--- src/rtl/spi_fifo_irq_ctrl.sv ---
// Host-side TX/RX FIFOs, SPI master launch sequencer and sticky, maskable interrupt aggregation.
// One TX word is launched per transfer; each returned word is captured into the RX FIFO.
module spi_fifo_irq_ctrl #(
  parameter int DATA_WIDTH = 16,
  parameter int TX_DEPTH   = 8,
  parameter int RX_DEPTH   = 8
) (
  input  logic                        clk,
  input  logic                        rst_n,
  input  logic                        enable,
  input  logic                        wr_en,
  input  logic [DATA_WIDTH-1:0]       wr_data,
  output logic                        wr_full,
  input  logic                        rd_en,
  output logic [DATA_WIDTH-1:0]       rd_data,
  output logic                        rd_empty,
  input  logic                        tx_flush,
  input  logic                        rx_flush,
  output logic [$clog2(TX_DEPTH):0]   tx_level,
  output logic [$clog2(RX_DEPTH):0]   rx_level,
  input  logic [4:0]                  irq_mask,
  input  logic [4:0]                  irq_clr,
  output logic [4:0]                  irq_status,
  output logic                        irq,
  output logic                        spi_start,
  output logic [DATA_WIDTH-1:0]       spi_tx_data,
  input  logic                        spi_busy,
  input  logic                        spi_done,
  input  logic [DATA_WIDTH-1:0]       spi_rx_data
);

  localparam int TX_AW = $clog2(TX_DEPTH);
  localparam int RX_AW = $clog2(RX_DEPTH);
  localparam int TX_LW = TX_AW + 1;
  localparam int RX_LW = RX_AW + 1;
  localparam logic [TX_LW-1:0] TX_FULL_LVL = TX_LW'(TX_DEPTH);
  localparam logic [RX_LW-1:0] RX_FULL_LVL = RX_LW'(RX_DEPTH);
  localparam logic [TX_LW-1:0] TX_ONE      = TX_LW'(1);

  typedef enum logic [1:0] {
    IDLE      = 2'd0,
    LAUNCH    = 2'd1,
    WAIT_DONE = 2'd2
  } state_t;

  state_t state, state_nxt;

  logic [DATA_WIDTH-1:0] tx_mem [TX_DEPTH];
  logic [DATA_WIDTH-1:0] rx_mem [RX_DEPTH];
  logic [TX_AW-1:0]      tx_wr_ptr, tx_rd_ptr;
  logic [RX_AW-1:0]      rx_wr_ptr, rx_rd_ptr;

  logic tx_full, tx_empty, rx_full, rx_empty;
  logic tx_push, tx_pop, rx_push, rx_pop;
  logic xfer_done;
  logic tx_empty_evt, tx_ovf_evt, rx_ovf_evt;
  logic [4:0] sticky_q, sticky_set;

  // Set wins over a same-cycle clear.
  function automatic logic [4:0] sticky_next(input logic [4:0] cur,
                                             input logic [4:0] set,
                                             input logic [4:0] clr);
    return (cur & ~clr) | set;
  endfunction

  function automatic logic [TX_LW-1:0] tx_level_next(input logic [TX_LW-1:0] lvl,
                                                     input logic push, input logic pop);
    case ({push, pop})
      2'b10:   return lvl + TX_ONE;
      2'b01:   return lvl - TX_ONE;
      default: return lvl;
    endcase
  endfunction

  function automatic logic [RX_LW-1:0] rx_level_next(input logic [RX_LW-1:0] lvl,
                                                     input logic push, input logic pop);
    case ({push, pop})
      2'b10:   return lvl + RX_LW'(1);
      2'b01:   return lvl - RX_LW'(1);
      default: return lvl;
    endcase
  endfunction

  assign tx_full  = (tx_level == TX_FULL_LVL);
  assign tx_empty = (tx_level == '0);
  assign rx_full  = (rx_level == RX_FULL_LVL);
  assign rx_empty = (rx_level == '0);
  assign wr_full  = tx_full;
  assign rd_empty = rx_empty;

  // Launch sequencer
  always_ff @(posedge clk or negedge rst_n) begin
    if (!rst_n) state <= IDLE;
    else        state <= state_nxt;
  end

  always_comb begin
    state_nxt = state;
    tx_pop    = 1'b0;
    spi_start = 1'b0;
    xfer_done = 1'b0;
    case (state)
      IDLE: begin
        // A flush in the same cycle wins, so nothing is popped or launched.
        if (enable && !tx_empty && !spi_busy && !tx_flush) begin
          tx_pop    = 1'b1;
          state_nxt = LAUNCH;
        end
      end
      LAUNCH: begin
        spi_start = 1'b1;
        state_nxt = WAIT_DONE;
      end
      WAIT_DONE: begin
        if (spi_done) begin
          xfer_done = 1'b1;
          state_nxt = IDLE;
        end
      end
      default: state_nxt = IDLE;
    endcase
  end

  // TX FIFO
  assign tx_push = wr_en && !tx_full && !tx_flush;

  always_ff @(posedge clk or negedge rst_n) begin
    if (!rst_n) begin
      tx_wr_ptr <= '0;
      tx_rd_ptr <= '0;
      tx_level  <= '0;
    end else if (tx_flush) begin
      tx_wr_ptr <= '0;
      tx_rd_ptr <= '0;
      tx_level  <= '0;
    end else begin
      if (tx_push) tx_wr_ptr <= tx_wr_ptr + 1'b1;
      if (tx_pop)  tx_rd_ptr <= tx_rd_ptr + 1'b1;
      tx_level <= tx_level_next(tx_level, tx_push, tx_pop);
    end
  end

  always_ff @(posedge clk) begin
    if (tx_push) tx_mem[tx_wr_ptr] <= wr_data;
  end

  // The launched word stays put until the next pop, even across a TX flush.
  always_ff @(posedge clk or negedge rst_n) begin
    if (!rst_n)      spi_tx_data <= '0;
    else if (tx_pop) spi_tx_data <= tx_mem[tx_rd_ptr];
  end

  // RX FIFO: a full FIFO still accepts when the host pops in the same cycle.
  assign rx_pop  = rd_en && !rx_empty && !rx_flush;
  assign rx_push = xfer_done && (!rx_full || rd_en) && !rx_flush;

  always_ff @(posedge clk or negedge rst_n) begin
    if (!rst_n) begin
      rx_wr_ptr <= '0;
      rx_rd_ptr <= '0;
      rx_level  <= '0;
    end else if (rx_flush) begin
      rx_wr_ptr <= '0;
      rx_rd_ptr <= '0;
      rx_level  <= '0;
    end else begin
      if (rx_push) rx_wr_ptr <= rx_wr_ptr + 1'b1;
      if (rx_pop)  rx_rd_ptr <= rx_rd_ptr + 1'b1;
      rx_level <= rx_level_next(rx_level, rx_push, rx_pop);
    end
  end

  always_ff @(posedge clk) begin
    if (rx_push) rx_mem[rx_wr_ptr] <= spi_rx_data;
  end

  assign rd_data = rx_empty ? '0 : rx_mem[rx_rd_ptr];

  // Interrupt status
  assign tx_empty_evt = tx_flush || (tx_pop && !tx_push && (tx_level == TX_ONE));
  assign tx_ovf_evt   = wr_en && tx_full && !tx_flush;
  assign rx_ovf_evt   = xfer_done && rx_full && !rd_en && !rx_flush;
  assign sticky_set   = {tx_ovf_evt, xfer_done, rx_ovf_evt, 1'b0, tx_empty_evt};

  // Bit 1 of the sticky register is held at zero; RX_AVAIL is a live level.
  always_ff @(posedge clk or negedge rst_n) begin
    if (!rst_n) sticky_q <= 5'b00001;
    else        sticky_q <= sticky_next(sticky_q, sticky_set, irq_clr) & 5'b11101;
  end

  assign irq_status = sticky_q | {3'b000, ~rx_empty, 1'b0};

  always_ff @(posedge clk or negedge rst_n) begin
    if (!rst_n) irq <= 1'b0;
    else        irq <= |(irq_status & irq_mask);
  end

endmodule

--- config.mk ---
export PLATFORM = sky130hd
export DESIGN_NAME = spi_fifo_irq_ctrl
export DESIGN_NICKNAME = d
export VERILOG_FILES = /design/src/rtl/spi_fifo_irq_ctrl.sv
export SDC_FILE = /design/constraint.sdc
export NUM_CORES = 1
export LEC_CHECK = 0
export ABC_AREA = 1
export CORE_MARGIN = 2
export CORE_UTILIZATION = 58
export DETAILED_ROUTE_END_ITERATION = 8
export MAX_ROUTING_LAYER = met4
export PLACE_DENSITY = 0.86
export SETUP_SLACK_MARGIN = 0.1
export SYNTH_ARGS = -nofsm -noshare
export SYNTH_HDL_FRONTEND = slang
export SYNTH_SLANG_ARGS = --single-unit
export TNS_END_PERCENT = 100
--- constraint.sdc ---
create_clock -name clk -period 3.11 [get_ports clk]
set_clock_uncertainty 0.05 [all_clocks]
set_input_delay 0.7775 -clock clk [delete_from_list [all_inputs] [get_ports clk]]
set_output_delay 0.7775 -clock clk [all_outputs]
set_load 0.05 [all_outputs]
==> results of run 1 <==
[Yosys cell counts, types with 3 or more instances]
library cell	n
a21oi_1	7
a31oi_1	16
buf_2	12
buf_4	4
buf_6	3
clkbuf_1	31
dfrtp_1	42
edfxtp_1	256
ha_1	9
inv_1	31
inv_2	11
nand2_1	78
nand2_2	6
nand3_1	17
nand3_2	3
nor2_1	183
nor2_2	3
o211ai_1	16
o21ai_0	141
o21ai_1	19
o221ai_1	17
o22ai_1	35
[per-stage QoR]
stage,area [um2],setup slack (ps)
after detailed placement,13470,357.8
final,14740,0.4914
after floorplan,12020,176.6
after global placement,13470,375.2
after CTS,14430,43.54
after global routing,14740,-15.35
[sequential cells by signal, summed over array words and instances (netlist names)]
register and cells:
rx_rd_ptr 3, state 2, tx_rd_ptr 3, tx_mem 128, rx_mem 128, irq 1, rx_wr_ptr 3, rx_level 4
sticky_q 4, tx_wr_ptr 3, spi_tx_data 16, tx_level 4
[per-layer routing]
layer	GRT usage [%]	wire length (um)	up-vias
li1	-	-	3747
met1	28.95	10140	4043
met2	43.84	15090	431
met3	3.827	2222	94
met4	12.12	1003	0
met5	-	0	-
[cell type report]
class | count | share of cell area [%]
sequential | 299 | 59.50
multi-input combinational | 563 | 19.68
timing repair buffer | 154 | 11.23
clock buffer | 47 | 5.789
tap | 270 | 2.292
inverter | 42 | 1.137
clock inverter | 6 | 0.2207
timing repair inverter | 2 | 0.1528
[placed cells by master (no fill, tap or decap), types with 4 or more instances in the layout]
| master | n |
|---|---|
| edfxtp_1 | 256 |
| nor2_1 | 183 |
| o21ai_0 | 137 |
| nand2_1 | 78 |
| clkdlybuf4s50_1 | 78 |
| buf_4 | 47 |
| dfrtp_1 | 39 |
| o22ai_1 | 35 |
| clkbuf_16 | 32 |
| inv_1 | 31 |
| o21ai_1 | 22 |
| nand3_1 | 17 |
| o221ai_1 | 17 |
| o211ai_1 | 16 |
| buf_12 | 16 |
| a31oi_2 | 14 |
| clkbuf_1 | 12 |
| inv_2 | 9 |
| ha_1 | 9 |
| a21oi_1 | 7 |
| clkbuf_8 | 6 |
| nand2_2 | 5 |
| clkinv_2 | 4 |
[power by group through the flow]
stage	Clock [uW]	Combinational [uW]	Sequential [uW]
global route	3420	4380	4710
global placement	0	3550	4750
detailed placement	0	3640	4760
CTS	3250	3760	4700
floorplan	0	1820	5210
finish	3240	4170	4690
[what timing repair did]
item,4_1_cts,5_1_grt
pin swaps,0,4
cloned,2,4
buffers inserted,0,16
resized for setup,12,30
hold buffers,0,0
setup endpoints to repair,18,18
[worst max-delay path, cell delays in order (launching register included)]
cell	delay, ps
dfrtp_2	490
buf_4	160
buf_4	140
o21ai_0	170
o22ai_1	300
o21ai_1	120
a31oi_2	160
buf_4	220
[kinds of logic after synthesis]
kind of cell | after synthesis
flops | 299
compound gates | 254
buf+inv | 94
xor+xnor | 2
fa+ha+maj | 9
simple gates | 298
[path summary, 6_finish.rpt]
path | slack (ps) | endpoint | from
worst min register to register | 430 | spi_tx_data[13] | spi_tx_data[13]
worst max register to register | 930 | rx_level[3] | rx_level[1]
worst min-delay path | 290 | spi_tx_data[1] | rst_n
worst max-delay path | 0.5 | rd_data[12] | rx_rd_ptr[1]
min in group clk | 430 | spi_tx_data[13] | spi_tx_data[13]
max in group asynchronous | 2260 | rx_rd_ptr[0] | rst_n
==> results.txt, run 1 <==
Run status: complete, no violations
Final ANT Viol Nets: 0
Crit path capture type: primary output
Sw frac: 34.19%
Syn Area/Cell: 12.53 um2
Leading cell types by total area after synthesis: edfxtp_1, dfrtp_1, o21ai_0
Vias in the first global route: 8261
# setup viols final: 0
Sequential fraction of the synthesis area: 73.19%
Vias: 8315
Clock share of power: 26.7%
HPWL after DPL: 15.17 mm
Via/cell ratio: 6.012
WS Path Type: reg -> out
Area leader, netlist: edfxtp_1
Reg clk slew, reported paths: 60 ps
Buffers added on ports: 98
Number of enable flip-flop cells after synthesis: 256
Die area: 21810 um2
CP startpoint kind: register
Drt drc: 0
Post-Synth Simple-Gate Area: 10.24%
Worst-margin pin slew: 638.2 ps
# IOs: 100
Avg WL per Cell: 20.58 um
Post-synth top area share: 64.19%
Fmax: 0.3216 GHz
Slew HR: 57.45%
Post-Syn Instances: 956
Total grt overflow: 0
Synthesized Nets: 1016
Total power draw: 12100 uW
Root Buffer: clkbuf_16
Sw power: 4137 uW
Synth unique cells: 35
H-Tree Depth: 1
FILL cells: 1156
Layout cells sized above 1: 14.47%
Reg power frac: 38.8%
Nets@finish: 1151
Mapped Area: 11980 um2
RePlAce Congestion: 0.8313
Synth Register Bits: 299
Final TNS setup: 0 ps
Int Power: 7962 uW
Max cap viols: 0
DRT Wirelength: 28.46 mm
TritonCTS clock tree: built
Compound-Gate Fraction of Synth Area: 12.10%
Placed cell count: 1308
Row count: 52
# diodes: 0
Worst-case vdd ir drop: 0.0005161 V
Async S/R FF share, synth: 14.38%
RSZ-0062 raised after global routing: yes
Leakage: 0.005315 uW
Largest family of logic cells by synthesized area: compound AO/OA/AOI/OAI gates
DRT Pass-1 Iters: 5
Mux share of post-synthesis cell area: 0%
Effective utilization at floorplan: 59.18%
Wire length of the first global-routing pass: 41.41 mm
Endpoints failing hold: 0
Final hold slack: 288.9 ps
GR Util All Layers: 25.26%
P&R area growth vs syn: 23.10%
Final Non-Filler Cells: 1383
Xor/xnor share of the synthesized area: 0.1463%
Comb pwr share: 34.5%
Initial antenna violation count: 0
CP arrival: 2280 ps
Clock tree sinks: 299
Bufs on Longest Clock Path: 3
Yosys warnings: 0
Clock Latency Late Sink: 530 ps
Final period util: 99.98%
P per Cell Area: 820.8 nW/um2
Reg area: 8771 um2
CP Max Fanout: 7
Worst EP required: 2280 ps
Hold Crit Class: in -> async
Adder-Cell Fraction of Synth Area: 0.9403%
Worst Reg-to-Reg Cells: 13
Die span in y: 147.7 um
Tmin final: 3110 ps
Core area: 20230 um2
Die outline width: 147.7 um
Largest net degree at the start of global routing: 68
Final core utilization: 72.85%
Ys flop type: edfxtp_1
Total CTS buffers: 29
Multi-input logic area: 2902 um2
Max Slew Vio Count: 0
Initial drt markers: 700
Power figures use the tool's default switching activity.
==> inputs of run 2 (changes only) <==
--- a/config.mk
+++ b/config.mk
@@ -5,8 +5,8 @@
 export SDC_FILE = /design/constraint.sdc
 export NUM_CORES = 1
 export LEC_CHECK = 0
-export ABC_AREA = 1
-export CORE_MARGIN = 2
+export ABC_AREA = 0
+export CORE_MARGIN = 3
 export CORE_UTILIZATION = 58
 export DETAILED_ROUTE_END_ITERATION = 8
 export MAX_ROUTING_LAYER = met4
==> run 2 against run 1 <==
  * Via count fell by 22%
  * Routed wire length fell by 7.6%
  * Area after synthesis fell by 0.69%
  * Fmax rose by 3.1%
  * Sequential power fell by 0.9%
  * Combinational power fell by 51%
  * Utilization rose by 1.9 points
  * Synthesized cell count fell by 33%
  * Clock-buffer cell count fell by 6
  * Critical path type unchanged
==> results.txt, run 2 <==
Run status: complete, no violations
Largest net degree at the start of global routing: 44
Commonest non-fill, non-tap cell in the layout: edfxtp_1
Final core utilization: 74.75%
Fmax: 0.3317 GHz
Worst-margin pin slew: 796.3 ps
Total power draw: 10280 uW
Hold Crit Class: in -> async
Worst EP required: 2280 ps
Top Registers: rx_mem: 128 flops, tx_mem: 128 flops, spi_tx_data: 16 flops
Buffers added on ports: 98
Row count: 51
Post-Syn Instances: 637
Synth Register Bits: 299
Effective utilization at floorplan: 60.12%
Avg WL per Cell: 24.69 um
Comb pwr share: 19.8%
Clock share of power: 34.9%
Vias in the first global route: 6878
Mapped Area: 11890 um2
WS Path Type: reg -> out
Reg clk slew, reported paths: 60 ps
Post-synth top area share: 64.64%
Initial drt markers: 544
Die span in y: 149.2 um
FILL cells: 1073
Final period util: 96.94%
Yosys warnings: 0
Die area: 22260 um2
Async S/R FF share, synth: 14.38%
TritonCTS clock tree: built
Clock Latency Late Sink: 550 ps
Design area: 14790 um2
Most frequent cells after synthesis: edfxtp_1, mux4_2, nor2_1
Core area: 19780 um2
Slew HR: 46.91%
CP arrival: 2190 ps
Leakage: 0.004902 uW
CP startpoint kind: register
# setup viols final: 0
Clock tree sinks: 299
Die outline width: 149.2 um
Reg2reg start: rx_level[3]
Sw power: 2801 uW
Number of enable flip-flop cells after synthesis: 256
H-Tree Depth: 1
DRT Wirelength: 26.29 mm
RePlAce Congestion: 0.8136
Tmin final: 3015 ps
Leading cell types by total area after synthesis: edfxtp_1, mux4_2, dfrtp_1
Initial antenna violation count: 2
Int Power: 7475 uW
Syn Area/Cell: 18.67 um2
Final Non-Filler Cells: 1065
# IOs: 100
Most frequent cells in the layout: edfxtp_1, clkdlybuf4s50_1, mux4_2
Reg power frac: 45.2%
Wire length of the first global-routing pass: 39.04 mm
Synthesized Nets: 697
HPWL after DPL: 15.14 mm
Via/cell ratio: 6.128
P&R area growth vs syn: 24.33%
RSZ-0062 raised after global routing: yes
Post-placement cell area: 13560 um2
Worst-case vdd ir drop: 0.0008230 V
Max cap viols: 0
P per Cell Area: 695.0 nW/um2
Worst Reg-to-Reg Cells: 9
Sw frac: 27.26%
Placed cell count: 1001
Root Buffer: clkbuf_16
Most common cell in the netlist: edfxtp_1
Max Slew Vio Count: 0
GR Util All Layers: 23.75%
Layout cells sized above 1: 26.57%
Endpoints failing hold: 0
CP Max Fanout: 8
Final ANT Viol Nets: 0
Bufs on Longest Clock Path: 3
Vias: 6526
DRT Pass-1 Iters: 4
Worst slack at placement: 54.89 ps
Nets@finish: 837
Synth unique cells: 50
Setup slack after layout: 95.02 ps
Area leader, netlist: edfxtp_1
CP Launch Point: rx_rd_ptr[0]
Sequential fraction of the synthesis area: 73.70%
Drt drc: 0
Total grt overflow: 0
Ys flop type: edfxtp_1
Total CTS buffers: 30
Crit path capture type: primary output
run 2: routing by layer:
metal	global-route usage, %	vias up	part of all wire (%)	wire [um]
met3	4.011	65	5.8	1529
li1	-	2826	-	-
met1	29.45	3362	37	9731
met5	-	-	0	0
met4	8.421	0	3.1	808
met2	40.14	273	54	14220
run 2: worst paths after layout:
kind                              endpoint  slack, ps
setup / recovery                rd_data[3]        100
hold / removal                 sticky_q[4]        270
setup reg to reg               rx_level[2]        520
hold reg to reg            spi_tx_data[10]        480
max in group asynchronous   spi_tx_data[1]       2090
min in group clk           spi_tx_data[10]        480
run 2: area by class of cell:
class / instances / area, um2 / share of cell area, %
sequential: 299 / 8773 / 59.33
multi-input combinational: 293 / 3065 / 20.73
inverter: 10 / 40.04 / 0.2708
clock buffer: 41 / 812.0 / 5.492
clock inverter: 12 / 173.9 / 1.176
antenna: 2 / 5.005 / 0.03385
timing repair buffer: 143 / 1585 / 10.72
tap: 265 / 331.6 / 2.242
run 2: worst max-delay path: stages (launching register included):
cell	delay, ps
dfrtp_2	370
buf_12	140
buf_12	150
mux4_2	510
mux2i_1	220
nor2_1	80
buf_6	160
run 2: logic make-up (layout without fill, tap and decap cells):
group / Yosys count / in the layout / synth area share [%]
AO/OA/AOI/OAI: 49 / 49 / 2.557
XOR/XNOR: 9 / 9 / 0.6628
adder cells (fa/ha/maj): 9 / 9 / 0.9469
buffers and inverters: 45 / 206 / 1.536
flip-flops: 299 / 299 / 73.70
multiplexers: 100 / 100 / 15.18
other: 0 / 2 / 0
AND/OR/NAND/NOR: 126 / 126 / 5.418
run 2: power groups by stage:
| stage | clock (uW) | combinational, uW | sequential [uW] |
|---|---|---|---|
| after floorplan | 0 | 799 | 5110 |
| after global placement | 0 | 1820 | 4730 |
| after detailed placement | 0 | 1870 | 4740 |
| after CTS | 3630 | 1920 | 4650 |
| after global routing | 3780 | 2130 | 4660 |
| final | 3590 | 2040 | 4650 |
run 2: repair_timing:
| item | 4_1_cts | 5_1_grt |
|---|---|---|
| gates resized for setup | 7 | 26 |
| cloned | 0 | 3 |
| pin swaps | 0 | 1 |
| buffers inserted | 4 | 2 |
| hold buffers | 0 | 0 |
| endpoints found under the setup margin | 19 | 16 |
run 2: through the flow:
step | hold slack (ps) | setup TNS (ps)
after floorplan | 431.9 | 0
after global placement | 459.9 | 0
after detailed placement | 477.1 | 0
after CTS | 279.8 | 0
after global routing | 307.5 | -8.394
final | 273.7 | 0
